==> config.mk <==
export PLATFORM = sky130hd
export DESIGN_NAME = multadd_accumulator
export DESIGN_NICKNAME = d
export VERILOG_FILES = /design/src/rtl/multadd_pkg.sv /design/src/rtl/multadd_acc_outreg.sv /design/src/rtl/multadd_accumulator.sv
export SDC_FILE = /design/constraint.sdc
export NUM_CORES = 1
export LEC_CHECK = 0
export CAP_MARGIN = 20
export CORE_MARGIN = 2
export CORE_UTILIZATION = 55
export CTS_CLUSTER_DIAMETER = 200
export DETAILED_ROUTE_END_ITERATION = 7
export PLACE_DENSITY = 0.82
export SYNTH_ARGS = -nofsm -noshare
export SYNTH_HDL_FRONTEND = slang
export SYNTH_HIERARCHICAL = 1
export SYNTH_SLANG_ARGS = --single-unit
==> constraint.sdc <==
create_clock -name iCLK -period 3.4 [get_ports iCLK]
set_clock_uncertainty 0.2 [all_clocks]
set_input_delay 0.51 -clock iCLK [delete_from_list [all_inputs] [get_ports iCLK]]
set_output_delay 0.51 -clock iCLK [all_outputs]
set_load 0.01 [all_outputs]
==> src/rtl/multadd_pkg.sv <==
// Shared types and constants for the multiply-add accumulator slice.
package multadd_pkg;

  localparam int DATA_W    = 17;
  localparam int LEN_DEF   = 16;
  localparam int ACC_W_DEF = 21;
  localparam int CNT_W_DEF = 16;

  typedef enum logic {
    IDLE  = 1'b0,
    ACCUM = 1'b1
  } state_e;

  // Smallest accumulator that cannot overflow when summing len terms of data_w bits.
  function automatic int acc_width(input int data_w, input int len);
    return data_w + $clog2(len);
  endfunction

endpackage

==> src/rtl/multadd_acc_outreg.sv <==
// Single-entry valid/ready result register; a result that arrives while the
// previous one is still unconsumed is discarded and flagged on drop_o.
module multadd_acc_outreg #(
  parameter int ACC_W = multadd_pkg::ACC_W_DEF
) (
  input  logic             clk_i,
  input  logic             rst_i,
  input  logic             load_i,
  input  logic [ACC_W-1:0] data_i,
  input  logic             sat_i,
  input  logic             ready_i,
  output logic [ACC_W-1:0] result_o,
  output logic             valid_o,
  output logic             drop_o,
  output logic             sat_o
);

  logic [ACC_W-1:0] result_q, result_d;
  logic             valid_q, valid_d;
  logic             drop_q, drop_d;
  logic             sat_q, sat_d;

  // A load is accepted when the slot is empty or is being drained this same cycle.
  always_comb begin
    result_d = result_q;
    valid_d  = valid_q;
    drop_d   = drop_q;
    sat_d    = sat_q;
    if (load_i) begin
      if (valid_q && !ready_i) begin
        drop_d = 1'b1;
      end else begin
        result_d = data_i;
        sat_d    = sat_i;
        valid_d  = 1'b1;
      end
    end else if (valid_q && ready_i) begin
      valid_d = 1'b0;
    end
  end

  always_ff @(posedge clk_i) begin
    if (rst_i) begin
      result_q <= '0;
      valid_q  <= 1'b0;
      drop_q   <= 1'b0;
      sat_q    <= 1'b0;
    end else begin
      result_q <= result_d;
      valid_q  <= valid_d;
      drop_q   <= drop_d;
      sat_q    <= sat_d;
    end
  end

  assign result_o = result_q;
  assign valid_o  = valid_q;
  assign drop_o   = drop_q;
  assign sat_o    = sat_q;

endmodule

==> src/rtl/multadd_accumulator.sv <==
// Accumulates LEN consecutive valid terms into one dot product per frame.
// Define MULTADD_ACC_SAT_EN to clamp sums at 2^ACC_W-1 and report it on oSAT.
module multadd_accumulator #(
  parameter int DATA_W = multadd_pkg::DATA_W,
  parameter int LEN    = multadd_pkg::LEN_DEF,
  parameter int ACC_W  = multadd_pkg::acc_width(DATA_W, LEN),
  parameter int CNT_W  = multadd_pkg::CNT_W_DEF
) (
  input  logic              iCLK,
  input  logic              iRST,
  input  logic              iVALID,
  input  logic [DATA_W-1:0] iDATA,
  input  logic              iCLEAR,
  input  logic              iREADY,
  output logic [ACC_W-1:0]  oRESULT,
  output logic              oVALID,
  output logic              oBUSY,
  output logic              oDROP,
  output logic              oSAT
);

  import multadd_pkg::*;

  state_e           state_q, state_d;
  logic [ACC_W-1:0] acc_q, acc_d;
  logic [CNT_W-1:0] cnt_q, cnt_d;
  logic [ACC_W-1:0] addSum;
  logic             lastTerm;
  logic             frameDone;
  logic             frameSat;

  // acc_q is zero whenever the FSM sits in IDLE, so the first term needs no mux.
  assign lastTerm = (cnt_q == CNT_W'(LEN - 1));

`ifdef MULTADD_ACC_SAT_EN
  logic [ACC_W:0] sumWide;
  logic           addOvf;
  logic           satAcc_q, satAcc_d;

  assign sumWide  = {1'b0, acc_q} + {1'b0, ACC_W'(iDATA)};
  assign addOvf   = sumWide[ACC_W];
  assign addSum   = addOvf ? '1 : sumWide[ACC_W-1:0];
  assign frameSat = satAcc_q | addOvf;

  always_comb begin
    satAcc_d = satAcc_q;
    if (iCLEAR || frameDone) begin
      satAcc_d = 1'b0;
    end else if (iVALID) begin
      satAcc_d = frameSat;
    end
  end

  always_ff @(posedge iCLK) begin
    if (iRST) begin
      satAcc_q <= 1'b0;
    end else begin
      satAcc_q <= satAcc_d;
    end
  end
`else
  assign addSum   = acc_q + ACC_W'(iDATA);
  assign frameSat = 1'b0;
`endif

  // Clear outranks a term in the same cycle and also suppresses its completion.
  always_comb begin
    state_d   = state_q;
    acc_d     = acc_q;
    cnt_d     = cnt_q;
    frameDone = 1'b0;
    if (iCLEAR) begin
      state_d = IDLE;
      acc_d   = '0;
      cnt_d   = '0;
    end else if (iVALID) begin
      if (lastTerm) begin
        frameDone = 1'b1;
        state_d   = IDLE;
        acc_d     = '0;
        cnt_d     = '0;
      end else begin
        state_d = ACCUM;
        acc_d   = addSum;
        cnt_d   = cnt_q + CNT_W'(1);
      end
    end
  end

  always_ff @(posedge iCLK) begin
    if (iRST) begin
      state_q <= IDLE;
      acc_q   <= '0;
      cnt_q   <= '0;
    end else begin
      state_q <= state_d;
      acc_q   <= acc_d;
      cnt_q   <= cnt_d;
    end
  end

  assign oBUSY = (state_q == ACCUM);

  multadd_acc_outreg #(
    .ACC_W(ACC_W)
  ) u_outreg (
    .clk_i   (iCLK),
    .rst_i   (iRST),
    .load_i  (frameDone),
    .data_i  (addSum),
    .sat_i   (frameSat),
    .ready_i (iREADY),
    .result_o(oRESULT),
    .valid_o (oVALID),
    .drop_o  (oDROP),
    .sat_o   (oSAT)
  );

endmodule

## Word level (Yosys, flattened, before mapping)

Index checks and enable logic that the tools add are counted.

| operators by class | value |
|---|---|
| add/sub/neg operators | 2 |
| multiply operators | 0 |
| div/mod/pow operators | 0 |
| order comparisons | 0 |
| eq/ne operators | 2 |
| shift-type cells | 0 |
| mux-type cells | 9 |
| bitwise gates (word level) | 1 |
| reductions and logical operators | 8 |

Operators with widths:

| kind | count |
|---|---|
| $add A21 B17 Y21 | 1 |
| $mux W21 | 1 |
| $add A16 B1 Y16 const B | 1 |
| $eq A16 B4 Y1 const B | 1 |
| $mux W16 | 1 |
| $mux W1 | 7 |
| $reduce_and A2 Y1 | 3 |
| $logic_and A1 B1 Y1 | 2 |
| $ne A2 B2 Y1 const B | 1 |
| $reduce_bool A2 Y1 | 1 |
| $reduce_or A2 Y1 | 1 |
| $logic_not A1 Y1 | 1 |
| $not A1 Y1 | 1 |

| word-level totals | value |
|---|---|
| register bits | 61 |
| bits in latches | 0 |
| memory bits (writable) | 0 |
| ROM bits | 0 |
| bits of input ports | 22 |
| output and inout bits | 25 |
| logic and storage cells | 28 |
| memories | 0 |

## Longest topological paths before layout

Gate-level depths: netlist of the first run.

| logic depth | value |
|---|---|
| depth after elaboration | 6 |
| depth in mapped cells | 10 |
| depth with buffers taken out | 10 |

## Modules after synthesis

Netlist of the first run, hierarchy kept.

By module, submodules not included:

| module | times used | cells each | area an instance (µm²) | sequential area each (µm²) |
|---|---|---|---|---|
| multadd_accumulator | 1 | 285 | 2399.8 | 760.7 |
| multadd_acc_outreg | 1 | 104 | 1086.0 | 480.5 |

## Least setup slack after synthesis of the first run

OpenSTA, ideal clock, no wires.

| timing | value |
|---|---|
| path kind | input -> register |
| start point | in iDATA[0] |
| end point | reg acc_q[16] |
| library setup time | 117 ps |
| arrival | 2323 ps |
| data required time | 3083 ps |
| path slack | 760 ps |
| stages on the path | 9 |
| path buffers | 0 |
| cell sequence | ha_1 > fa_1 > a21oi_1 > o21ai_1 > a221oi_4 > o21ba_4 > o21bai_2 > xor2_1 > a22o_1 |

| between the ends | value |
|---|---|
| cells in the longest elaborated chain, start to end | 2 |

Ends and longest elaborated chain:

| what | line | text |
|---|---|---|
| start: declaration | multadd_accumulator.sv:12 | `input logic [DATA_W-1:0] iDATA,` |
| $add A21 B17 Y21 | multadd_accumulator.sv:62 | `assign addSum = acc_q + ACC_W'(iDATA);` |
| via addSum[16] | multadd_accumulator.sv:27 | `logic [ACC_W-1:0] addSum;` |
| $mux W21 | multadd_accumulator.sv:77 | `if (lastTerm) begin` |
| end signal: assignment | multadd_accumulator.sv:93 | `acc_q <= '0;` |
| end signal: assignment | multadd_accumulator.sv:97 | `acc_q <= acc_d;` |
| end: declaration | multadd_accumulator.sv:25 | `logic [ACC_W-1:0] acc_q, acc_d;` |

The timed path passes the listed nets, and every way through them passes these cells.
A chain may end at the register's enable or synchronous reset.

## Final worst setup path of the first run

Same ends and word-level chain as after synthesis.

==> run_results.csv, run 1 <==
group,metric,value,unit
final_layout,drive_above_1_share,0.08636,
setup_path,cp-end-kind,"flop",
synthesis,synth_seq_cells,62,
timing,fmax,343.7,MHz
timing,hold_viol,0,
power,ir_drop,0.0002870,V
power,p_leak,0.001600,uW
floorplan,die_h,83.61,um
placed_design,io_buffer_count,46,
timing,tightestPinTransition,838.0,ps
power,power_density,399.6,nW/um2
cts,cts_buffers,9,
drt,detail-route-antenna-nets,0,
synthesis,synth.top_cell.area_share,0.3561,
synthesis,synth_flop_cell,"dfxtp_1",
global_routing,antenna_found_initial,0,
placed_design,gp_congestion,0.8631,
timing,tns,0,ps
drt,drt_iter0_drc,132,
hold_path,hold_start,"oBUSY$_SDFFE_PP0P_",
synthesis,ys_types,53,
final_layout,antenna_cells,0,
setup_path,critPathArrivalTime,2950,ps
synthesis,synthTopCellsByArea,"dfxtp_1, nand2b_1, ha_1, mux2i_1, xor2_1",
setup_path,rr_startpoint,"acc_q[0]$_SDFFE_PP0P_",
setup_path,required,3440,ps
synthesis,ys_seq_area_frac,0.3561,
floorplan,dieArea,6991,um2
drt,avgRoutedWirePerCell,13.92,um
floorplan,die_w,83.61,um
cts,htree_levels,3,
synthesis,synth_area_per_cell,8.961,um2
floorplan,io_pins,47,
setup_path,rrSetupSlack,780,ps
synthesis,postSynth.asyncResetShare,0,
global_routing,grt-ovfl-total,0,
setup_path,critical_path.max_stage_delay,420,ps
setup_path,r2r-end,"acc_q[16]$_SDFFE_PP0P_",
placed_design,placed_cell_area,3981,um2
timing,rsz0062_at_grt,"false",
cts,cts_hold_buf,0,
hold_path,min_to,"oBUSY$_SDFFE_PP0P_",
synthesis,yosys.area.top_type,"dfxtp_1",
drt,viasPerCell,5.441,
cts,cts_tree,"done",
timing,timing.final.crit_share,0.8557,
cts,root_buffer,"clkbuf_8",
setup_path,cp_cell_sequence,"clkdlybuf4s50_1 > ha_1 > fa_1 > a21oi_1 > o21ai_1 > a221oi_4 > o21ba_4 > o21bai_2 > xor2_1 > a22o_1",
cts,clock_path_buffers,2,
synthesis,yosysWarnings,6,
floorplan,start_util,0.5585,
setup_path,start_kind,"input pin",
final_layout,layout.nets,476,
cts,cts.clk_slew.worst_paths,70,ps
synthesis,synth_cells,389,
timing,slew_violations,0,
drt,drt_wl_total,7196,um
global_routing,track_usage,0.2197,
global_routing,grt_pass1_wl,12410,um
synthesis,synth_area,3486,um2
cts,cts_resized,0,
timing,fin_crit,2909,ps
global_routing,grt_pass1_vias,2770,
drt,vias,2813,
setup_path,crit_type,"input pin to flop",
drt,drc,0,
run,max_cap_viol_count,0,
timing,whs,264.5,ps
cts,cts_num_sinks,62,
final_layout,areaGrowthSynthToFinish,20.35,%
final_layout,stdcell_area,4195,um2
setup_path,slowest_stage,"clkdlybuf4s50_1",
setup_path,r2r_cells,9,
synthesis,synth-edff-count,0,
global_routing,grt_max_degree,47,
timing,setup_viol,0,
floorplan,row_count,29,
synthesis,synth_fp_nets,430,
status,outcome,"finished clean",
cts,insertion_delay,350,ps
hold_path,hold_path_class,"flop to flop",
cts,cts_setup_buffers,0,
drt,first_pass_iters,4,
floorplan,core_area,6241,um2
setup_path,path_max_fanout,3,
timing,max_slew_margin,0.4393,
hold_path,min_path_cells,2,
placed_design,hpwl,5121,um
==> synth_stat cells, types with 7 or more instances <==
library cell / instances
dfxtp_1: 62
nand2b_1: 48
nor2_1: 40
a21oi_1: 25
nand2_1: 24
mux2i_1: 22
xor2_1: 22
ha_1: 18
nand3_1: 15
clkbuf_1: 12
xnor2_1: 11
a22o_1: 9
nor2b_1: 7
o21ai_0: 7
==> logic make-up (layout without fill, tap and decap cells) <==
family / Yosys count / count (layout) / share of synthesized area
AND/OR/NAND/NOR: 164 / 164 / 0.2538
other: 1 / 1 / 0.001076
flip-flops: 62 / 62 / 0.3561
AO/OA/AOI/OAI: 65 / 65 / 0.1335
multiplexers: 23 / 23 / 0.06640
XOR/XNOR: 33 / 33 / 0.08291
adder cells (fa/ha/maj): 19 / 19 / 0.07035
buffers and inverters: 22 / 73 / 0.03589
==> critical path, delay by kind of cell <==
| family | cells | cell delay [ps] |
|---|---|---|
| compound gates | 6 | 1240 |
| xor+xnor | 1 | 160 |
| fa+ha+maj | 2 | 630 |
| buf+inv | 1 | 420 |
==> per-stage QoR <==
step                std cells  setup slack [ps]  power (uW)  utilization
floorplan                 389             760.5       911.9            -
global placement          501             268.6       968.6       0.6379
detailed placement        501             187.1       974.8       0.6379
CTS                       517             492.7        1691       0.6722
global route              517             311.3        1743       0.6722
finish                    517             490.8        1677       0.6722
==> worst max path at each step <==
stage | slack (ps) | end | start
finish | 490 | acc_q[16]$_SDFFE_PP0P_ | iDATA[0]
detailed placement | 190 | u_outreg/result_o[8]$_SDFFE_PP0P_ | iDATA[0]
global route | 310 | acc_q[20]$_SDFFE_PP0P_ | iDATA[0]
floorplan | 760 | acc_q[16]$_SDFFE_PP0P_ | iDATA[0]
CTS | 490 | u_outreg/result_o[8]$_SDFFE_PP0P_ | iDATA[0]
global placement | 270 | acc_q[16]$_SDFFE_PP0P_ | iDATA[0]
==> cells in the final DEF, fill, tap and decap left out, types with 11 or more instances in the layout <==
cell,instances
dfxtp_1,62
xor2_1,22
xnor2_1,11
ha_1,18
mux2i_1,22
nand2b_1,48
nand2_1,24
nand3_1,15
clkdlybuf4s50_1,46
a21oi_1,25
nor2_1,40
==> layout make-up <==
type	count	area, um2
Fill cell	538	2046
Clock inverter	6	86.33
Tap cell	77	96.34
Inverter	5	18.77
Clock buffer	10	127.6
Multi-Input combinational cell	305	2120
Sequential cell	62	1241
Timing Repair Buffer	52	505.5
==> sequential cells by signal, indices dropped and copies added, names as in the netlist <==
signal / cells
acc_q: 21
oBUSY: 1
u_outreg/valid_o: 1
cnt_q: 16
u_outreg/result_o: 21
u_outreg/drop_o: 1
u_outreg/sat_o: 1
==> metal layers <==
layer / share of wire / track usage / vias to the layer above
li1: - / - / 1424
met1: 0.45 / 0.2750 / 1316
met2: 0.48 / 0.3644 / 63
met3: 0.045 / 0.05638 / 10
met4: 0.019 / 0.08211 / 0
met5: 0 / 0 / -
==> power by group <==
| part | total [uW] | switching [uW] | internal (uW) |
|---|---|---|---|
| registers | 743 | 6.78 | 736 |
| clock network | 716 | 305 | 411 |
| logic | 217 | 116 | 101 |
No activity file was read; power rests on OpenSTA's default activity.
==> run 2, diff against run 1 <==
CAP_MARGIN = 0   (was 20)
==> results of run 2 <==
Same layout as run 1: the final DEF is identical, and so are final timing and power.
